<file path="src/rtl/imem_loader.sv">
// rtl/imem_loader.sv - framed byte-stream loader for the MIPS32 instruction/data memory
// Assembles big-endian words and holds the CPU until a checksummed frame is complete.
module imem_loader #(
  parameter int         ADDR_W    = 6,
  parameter int         BASE_ADDR = 0,
  parameter int         MAX_WORDS = 51,
  parameter logic [7:0] SYNC_BYTE = 8'hA5
) (
  input  logic              clk,
  input  logic              reset,
  input  logic              in_valid,
  input  logic [7:0]        in_data,
  output logic              in_ready,
  output logic              mem_we,
  output logic [ADDR_W-1:0] mem_addr,
  output logic [31:0]       mem_wdata,
  output logic              cpu_hold,
  output logic              done,
  output logic              error,
  output logic [ADDR_W:0]   words_loaded
);
  typedef enum logic [2:0] {S_IDLE, S_COUNT, S_DATA, S_CHECK, S_DONE, S_ERR} state_t;

  localparam logic [ADDR_W-1:0] BASE = ADDR_W'(BASE_ADDR);

  state_t      state;
  logic [7:0]  count;
  logic [7:0]  acc;
  logic [1:0]  idx;
  logic [23:0] shift;  // the fourth byte comes straight from in_data
  logic        xfer;
  logic [31:0] word_next;
  logic        last_word;

  assign xfer      = in_valid && in_ready;
  assign word_next = {shift, in_data};
  assign last_word = (8'(words_loaded) + 8'd1) == count;

  always_ff @(posedge clk) begin
    if (reset) begin
      state        <= S_IDLE;
      in_ready     <= 1'b0;
      mem_we       <= 1'b0;
      mem_addr     <= '0;
      mem_wdata    <= '0;
      cpu_hold     <= 1'b1;
      done         <= 1'b0;
      error        <= 1'b0;
      words_loaded <= '0;
      count        <= '0;
      acc          <= '0;
      idx          <= '0;
      shift        <= '0;
    end else begin
      mem_we   <= 1'b0;
      in_ready <= (state != S_DONE);
      case (state)
        S_IDLE: begin
          if (xfer && in_data == SYNC_BYTE) state <= S_COUNT;
        end
        S_COUNT: begin
          if (xfer) begin
            if (in_data == 8'd0 || int'(in_data) > MAX_WORDS) begin
              error <= 1'b1;
              state <= S_ERR;
            end else begin
              count        <= in_data;
              words_loaded <= '0;
              idx          <= '0;
              acc          <= '0;
              state        <= S_DATA;
            end
          end
        end
        S_DATA: begin
          if (xfer) begin
            shift <= word_next[23:0];
            acc   <= acc ^ in_data;
            idx   <= idx + 2'd1;
            if (idx == 2'd3) begin
              mem_we       <= 1'b1;
              mem_addr     <= BASE + words_loaded[ADDR_W-1:0];
              mem_wdata    <= word_next;
              words_loaded <= words_loaded + (ADDR_W+1)'(1);
              if (last_word) state <= S_CHECK;
            end
          end
        end
        S_CHECK: begin
          if (xfer) begin
            if (in_data == acc) begin
              done     <= 1'b1;
              cpu_hold <= 1'b0;
              in_ready <= 1'b0;
              state    <= S_DONE;
            end else begin
              error <= 1'b1;
              state <= S_ERR;
            end
          end
        end
        S_DONE: ;
        S_ERR: begin
          // Only a fresh sync byte restarts; everything else is line noise.
          if (xfer && in_data == SYNC_BYTE) begin
            error <= 1'b0;
            state <= S_COUNT;
          end
        end
        default: state <= S_IDLE;
      endcase
    end
  end
endmodule

</file>
<file path="config.mk">
export PLATFORM = sky130hd
export DESIGN_NAME = imem_loader
export DESIGN_NICKNAME = d
export VERILOG_FILES = /design/src/rtl/imem_loader.sv
export SDC_FILE = /design/constraint.sdc
export NUM_CORES = 1
export LEC_CHECK = 0
export CELL_PAD_IN_SITES_DETAIL_PLACEMENT = 2
export CELL_PAD_IN_SITES_GLOBAL_PLACEMENT = 2
export CORE_AREA = 2 2 111 113
export CTS_BUF_LIST = sky130_fd_sc_hd__clkbuf_4 sky130_fd_sc_hd__clkbuf_8
export DETAILED_ROUTE_END_ITERATION = 12
export DIE_AREA = 0 0 113 115
export PLACE_DENSITY = 0.91
export SKIP_CTS_REPAIR_TIMING = 1
export SLEW_MARGIN = 0
export SYNTH_ARGS = -nofsm -noshare
export SYNTH_HDL_FRONTEND = slang
export SYNTH_SLANG_ARGS = --single-unit
</file>
<file path="constraint.sdc">
create_clock -name clk -period 3.98 [get_ports clk]
set_input_delay 0.597 -clock clk [delete_from_list [all_inputs] [get_ports clk]]
set_output_delay 0.597 -clock clk [all_outputs]
set_load 0.005 [all_outputs]
</file>
# == Word-level counts from Yosys, hierarchy flattened ==
# Cells that the tools add are included.
# word_totals
ff_bits,95
wordCells,91
out_inout_bits,50
in_bits,11
# classes
magnitude_cmp,1
n_eq_ne,20
bitwise,5
n_reduce_logical,17
n_mux,32
addsub,3
# op_table
op,count
$mux W7,4
$mux W8,3
$mux W3,7
$ne A2 B2 Y1 const B,9
$eq A8 B8 Y1,2
$pmux W8 S2,1
$pmux W3 S5,1
$pmux W7 S2,1
$mux W1,10
$reduce_and A3 Y1,3
$add A7 B1 Y8 const B,1
$eq A8 B8 Y1 const B,1
$gt A8 B6 Y1 const B,1
$logic_not A8 Y1,1
$xor A8 B8 Y8,1
$add A7 B1 Y7 const B,1
$reduce_and A7 Y1,1
$eq A3 B2 Y1 const B,2
$eq A3 B3 Y1 const B,2
$mux W2,3
$reduce_and A6 Y1,1
$reduce_and A5 Y1,1
$not A1 Y1,4
$pmux W2 S2,1
other kinds (15),16

# == Logic depth before layout (Yosys ltp) ==
# logic_depth
word_depth,6
mapped_depth,7

# == Least setup slack after synthesis ==
# OpenSTA, ideal clock, no wires.
# synth_timing
path_kind,in2reg
from,in in_data[3]
to,reg acc[0]
required_time_ns,3.852
setup_ns,0.128
slack_ns,2.047
stages,7
arrival_ns,1.805
path_cell_list,buf_6 -> o211a_1 -> a211oi_2 -> nand4_4 -> buf_6 -> a31oi_1 -> nor2_1
# synth_between
elab_chain_len,4
elab_cells_between_ends,5
classes_between,order compare (1); eq/ne (1); reduce/logical (3)
# synth_lines
element,line,text
from (decl),12,"input logic [7:0] in_data,"
$gt A8 B6 Y1 or $logic_not A8 Y1 (tied branches),63,if (in_data == 8'd0 || int'(in_data) > MAX_WORDS) begin
$logic_or A1 B1 Y1 (*),63,
$ne A2 B2 Y1 (no source line) (*),--,
$reduce_and A4 Y1 (no source line) (*),--,
to (signal assigned),78,acc <= acc ^ in_data;
to (decl),28,logic [7:0] acc;
# Mark *: on every way between the ends. The rest lies on a longest branch, timed or not.
# A chain may end at the register's enable or synchronous reset.

# == Final worst setup path ==
# layout_timing
from,in in_valid
to,reg words_loaded[4]
# layout_between
elab_chain_len,3
elab_cells_between_ends,4
classes_between,eq/ne (2); reduce/logical (2)
# layout_lines
element,line,text
from (decl),11,"input logic in_valid,"
$logic_and A1 B1 Y1 (*),35,assign xfer = in_valid && in_ready;
$ne A2 B2 Y1 (no source line),--,
$reduce_and A5 Y1 (no source line) (*),--,
to (signal assigned),84,words_loaded <= words_loaded + (ADDR_W+1)'(1);
to (decl),20,output logic [ADDR_W:0] words_loaded
# Marked as above.

==> impl_metrics.json <==
{
  "syn_nets": 526,
  "grt_util_met3_pct": 3.43,
  "layout-drive-gt1-share_pct": 5.24,
  "vias": 3775,
  "fp.coreArea_um2": 11800,
  "cts_buffers": 9,
  "worst_setup_path_end_kind": "register",
  "dieArea_um2": 13000,
  "synth_flop_cell": "dfxtp_1",
  "antenna_found_initial": 0,
  "routedWlPerCell_um": 17.5,
  "synth_edf_count": 0,
  "io_pins": 61,
  "tightestPinTransition_ns": 0.958,
  "critPathArrivalTime_ns": 2.94,
  "async_flop_share_pct": 0,
  "ant_nets": 0,
  "final_net_count": 561,
  "status": "finished, violations left",
  "cp_num_cells": 7,
  "die_y_um": 115,
  "power_density_nw_per_um2": 335,
  "yosysSeqAreaShare_pct": 46.9,
  "num_rows": 40,
  "grt.overflow.total": 0,
  "cts_tree": "built",
  "syn-cell-area_um2": 4060,
  "cp_data_required_time_ns": 4.26,
  "crit_path_frequent_cell": "nor2_1",
  "grt_pass1_vias": 4049,
  "vias_per_cell": 5.39,
  "finalCritPeriodShare_pct": 66.7,
  "clock_latency_ns": 0.37,
  "start_util_pct": 34.3,
  "ir_worst_vdd_mv": 0.137,
  "grtUsageMet2_pct": 34.6,
  "dr.pass1.iters": 8,
  "fmax_mhz": 377,
  "whs_ns": 0.459,
  "synth_top_cell_by_area": "dfxtp_1",
  "cp_max_fo": 27,
  "cp_cell_sequence": "clkdlybuf4s50_1, and2_1, nand3_2, buf_4, nor2_1, nor2_1, a311oi_1",
  "yosysWarnings": 0,
  "grt_pass1_wl_um": 20100,
  "gp_congestion": 0.771,
  "violations": "DRC",
  "start_kind": "primary input",
  "crit_buf_inv": 2,
  "cts.sinks": 95,
  "cellLeakagePower_nw": 1.61,
  "rsz0062_at_grt": "no",
  "clk_pin_slew_ns": 0.10,
  "dp_hpwl_um": 8250,
  "grt.busiest_layer": "met2",
  "netlist.area_leader.share_pct": 46.9,
  "min_period_ns": 2.65,
  "synth_cell_type_count": 53,
  "route.detailed.drc": 5,
  "max_stage_delay_ns": 0.54,
  "cts_max_path_buffers": 2,
  "path_delay_family": "simple AND/OR/NAND/NOR gates",
  "die_w_um": 113,
  "grt_max_degree": 51,
  "fin_worst_skew_ns": 0.0103,
  "port_buffers": 60,
  "synthTopCellsByArea": "dfxtp_1, nand2_1, a21oi_1",
  "slew_headroom_pct": 36.1,
  "finalMaxSlewViolations": 0,
  "finalSetupTns_ns": 0,
  "htreeDepth": 3,
  "hp-class": "reg -> reg",
  "hold_viol": 0,
  "synthCells": 513,
  "grt_use_total_pct": 19.3,
  "hold_path_depth": 2,
  "area_growth_pct": 19.8,
  "antenna_cells": 0,
  "drt-total-wl_um": 12200,
  "r2r_cells": 6,
  "crit_slowest_cell": "nand3_2",
  "syn_area_per_cell_um2": 7.90,
  "cts_root_buffer": "clkbuf_8",
  "ys_seq_elements": 95,
  "grt_use_met1_pct": 23.4,
  "setup_viol": 0,
  "criticalPathCategory": "in -> reg",
  "drv_cap": 0,
  "drt_iter0_drc": 162
}
-- cells in the mapped netlist, types with 4 or more instances --
master	n
clkbuf_1	19
xor2_1	7
nor2_1	24
nand2_1	135
nor3_1	8
nand4_1	4
nand2b_1	17
nand3_1	18
buf_2	17
mux2i_1	6
xnor2_1	6
a31oi_1	11
dfxtp_1	95
a21oi_1	84
inv_1	8
o21ai_0	4
-- power by group --
group          total (W)  leakage [nW]  switching [W]  internal, W
Sequential      0.000951         0.765    0.000000539     0.000950
Clock           0.000620        0.0914       0.000371     0.000249
Combinational  0.0000556         0.749      0.0000376    0.0000180
Total            0.00163          1.61       0.000409      0.00122
-- cell families after synthesis --
logic type               share of synthesized area (%)
adder cells (fa/ha/maj)                          0.617
AND/OR/NAND/NOR                                   26.0
AO/OA/AOI/OAI                                     16.7
XOR/XNOR                                          2.81
flip-flops                                        46.9
buffers and inverters                             5.52
multiplexers                                      1.48
-- worst paths after layout --
path | start | endpoint | slack, ns
setup / recovery | in_valid | words_loaded[4]$_SDFFE_PP0P_ | 1.33
hold / removal | shift[20]$_SDFFE_PP0P_ | mem_wdata[28]$_SDFFE_PP0P_ | 0.46
setup reg to reg | state[1]$_SDFFE_PP0P_ | words_loaded[4]$_SDFFE_PP0P_ | 1.59
hold reg to reg | shift[20]$_SDFFE_PP0P_ | mem_wdata[28]$_SDFFE_PP0P_ | 0.46
-- sequential cells by signal (all words and copies together) (netlist names), 2 cells and up --
name / flops
words_loaded: 7
acc: 8
mem_addr: 6
state: 3
shift: 24
count: 8
mem_wdata: 32
idx: 2
-- through the flow --
step | total power (W) | instance area (um^2) | std cells | utilization [%] | setup WS [ns]
after global placement | 0.00103 | 4680 | 684 | 39.6 | 1.10
after floorplan | 0.00101 | 4060 | 513 | - | 2.05
after global routing | 0.00169 | 4860 | 700 | 41.1 | 1.10
after detailed placement | 0.00103 | 4680 | 684 | 39.6 | 0.986
after CTS | 0.00164 | 4860 | 700 | 41.1 | 1.34
final | 0.00163 | 4860 | 700 | 41.1 | 1.33
-- cell usage in the layout, fill, tap and decap left out, types with 6 or more instances in the layout --
| cell | Yosys | final |
|---|---|---|
| nand2_1 | 135 | 135 |
| nor2_1 | 24 | 24 |
| clkdlybuf4s50_1 | 0 | 59 |
| mux2i_1 | 6 | 6 |
| xor2_1 | 7 | 7 |
| clkbuf_8 | 0 | 9 |
| a21oi_1 | 84 | 84 |
| nand3_1 | 18 | 17 |
| nand2b_1 | 17 | 17 |
| inv_1 | 8 | 8 |
| dfxtp_1 | 95 | 95 |
| nor3_1 | 8 | 8 |
| xnor2_1 | 6 | 6 |
| a31oi_1 | 11 | 11 |
-- worst register-to-register path, cell delays in order (launching register included) --
cell,delay [ns]
dfxtp_1,0.50
nor3b_4,0.38
nand3_2,0.54
buf_4,0.45
nor2_1,0.14
nor2_1,0.05
a311oi_1,0.24
-- routing by layer --
layer  up-vias  part of all wire, %
met4         0                  1.7
met3        19                  2.8
met2        70                   50
met5         -                    0
met1      1880                   45
li1       1806                    -
-- layout make-up --
class                           count  area (um^2)
Sequential cell                    95         1900
Fill cell                        1314         6950
Inverter                            8         30.0
Clock buffer                       11          139
Timing Repair Buffer               64          626
Tap cell                          147          184
Clock inverter                      5         42.5
Multi-Input combinational cell    370         1930
Power figures use the tool's default switching activity.
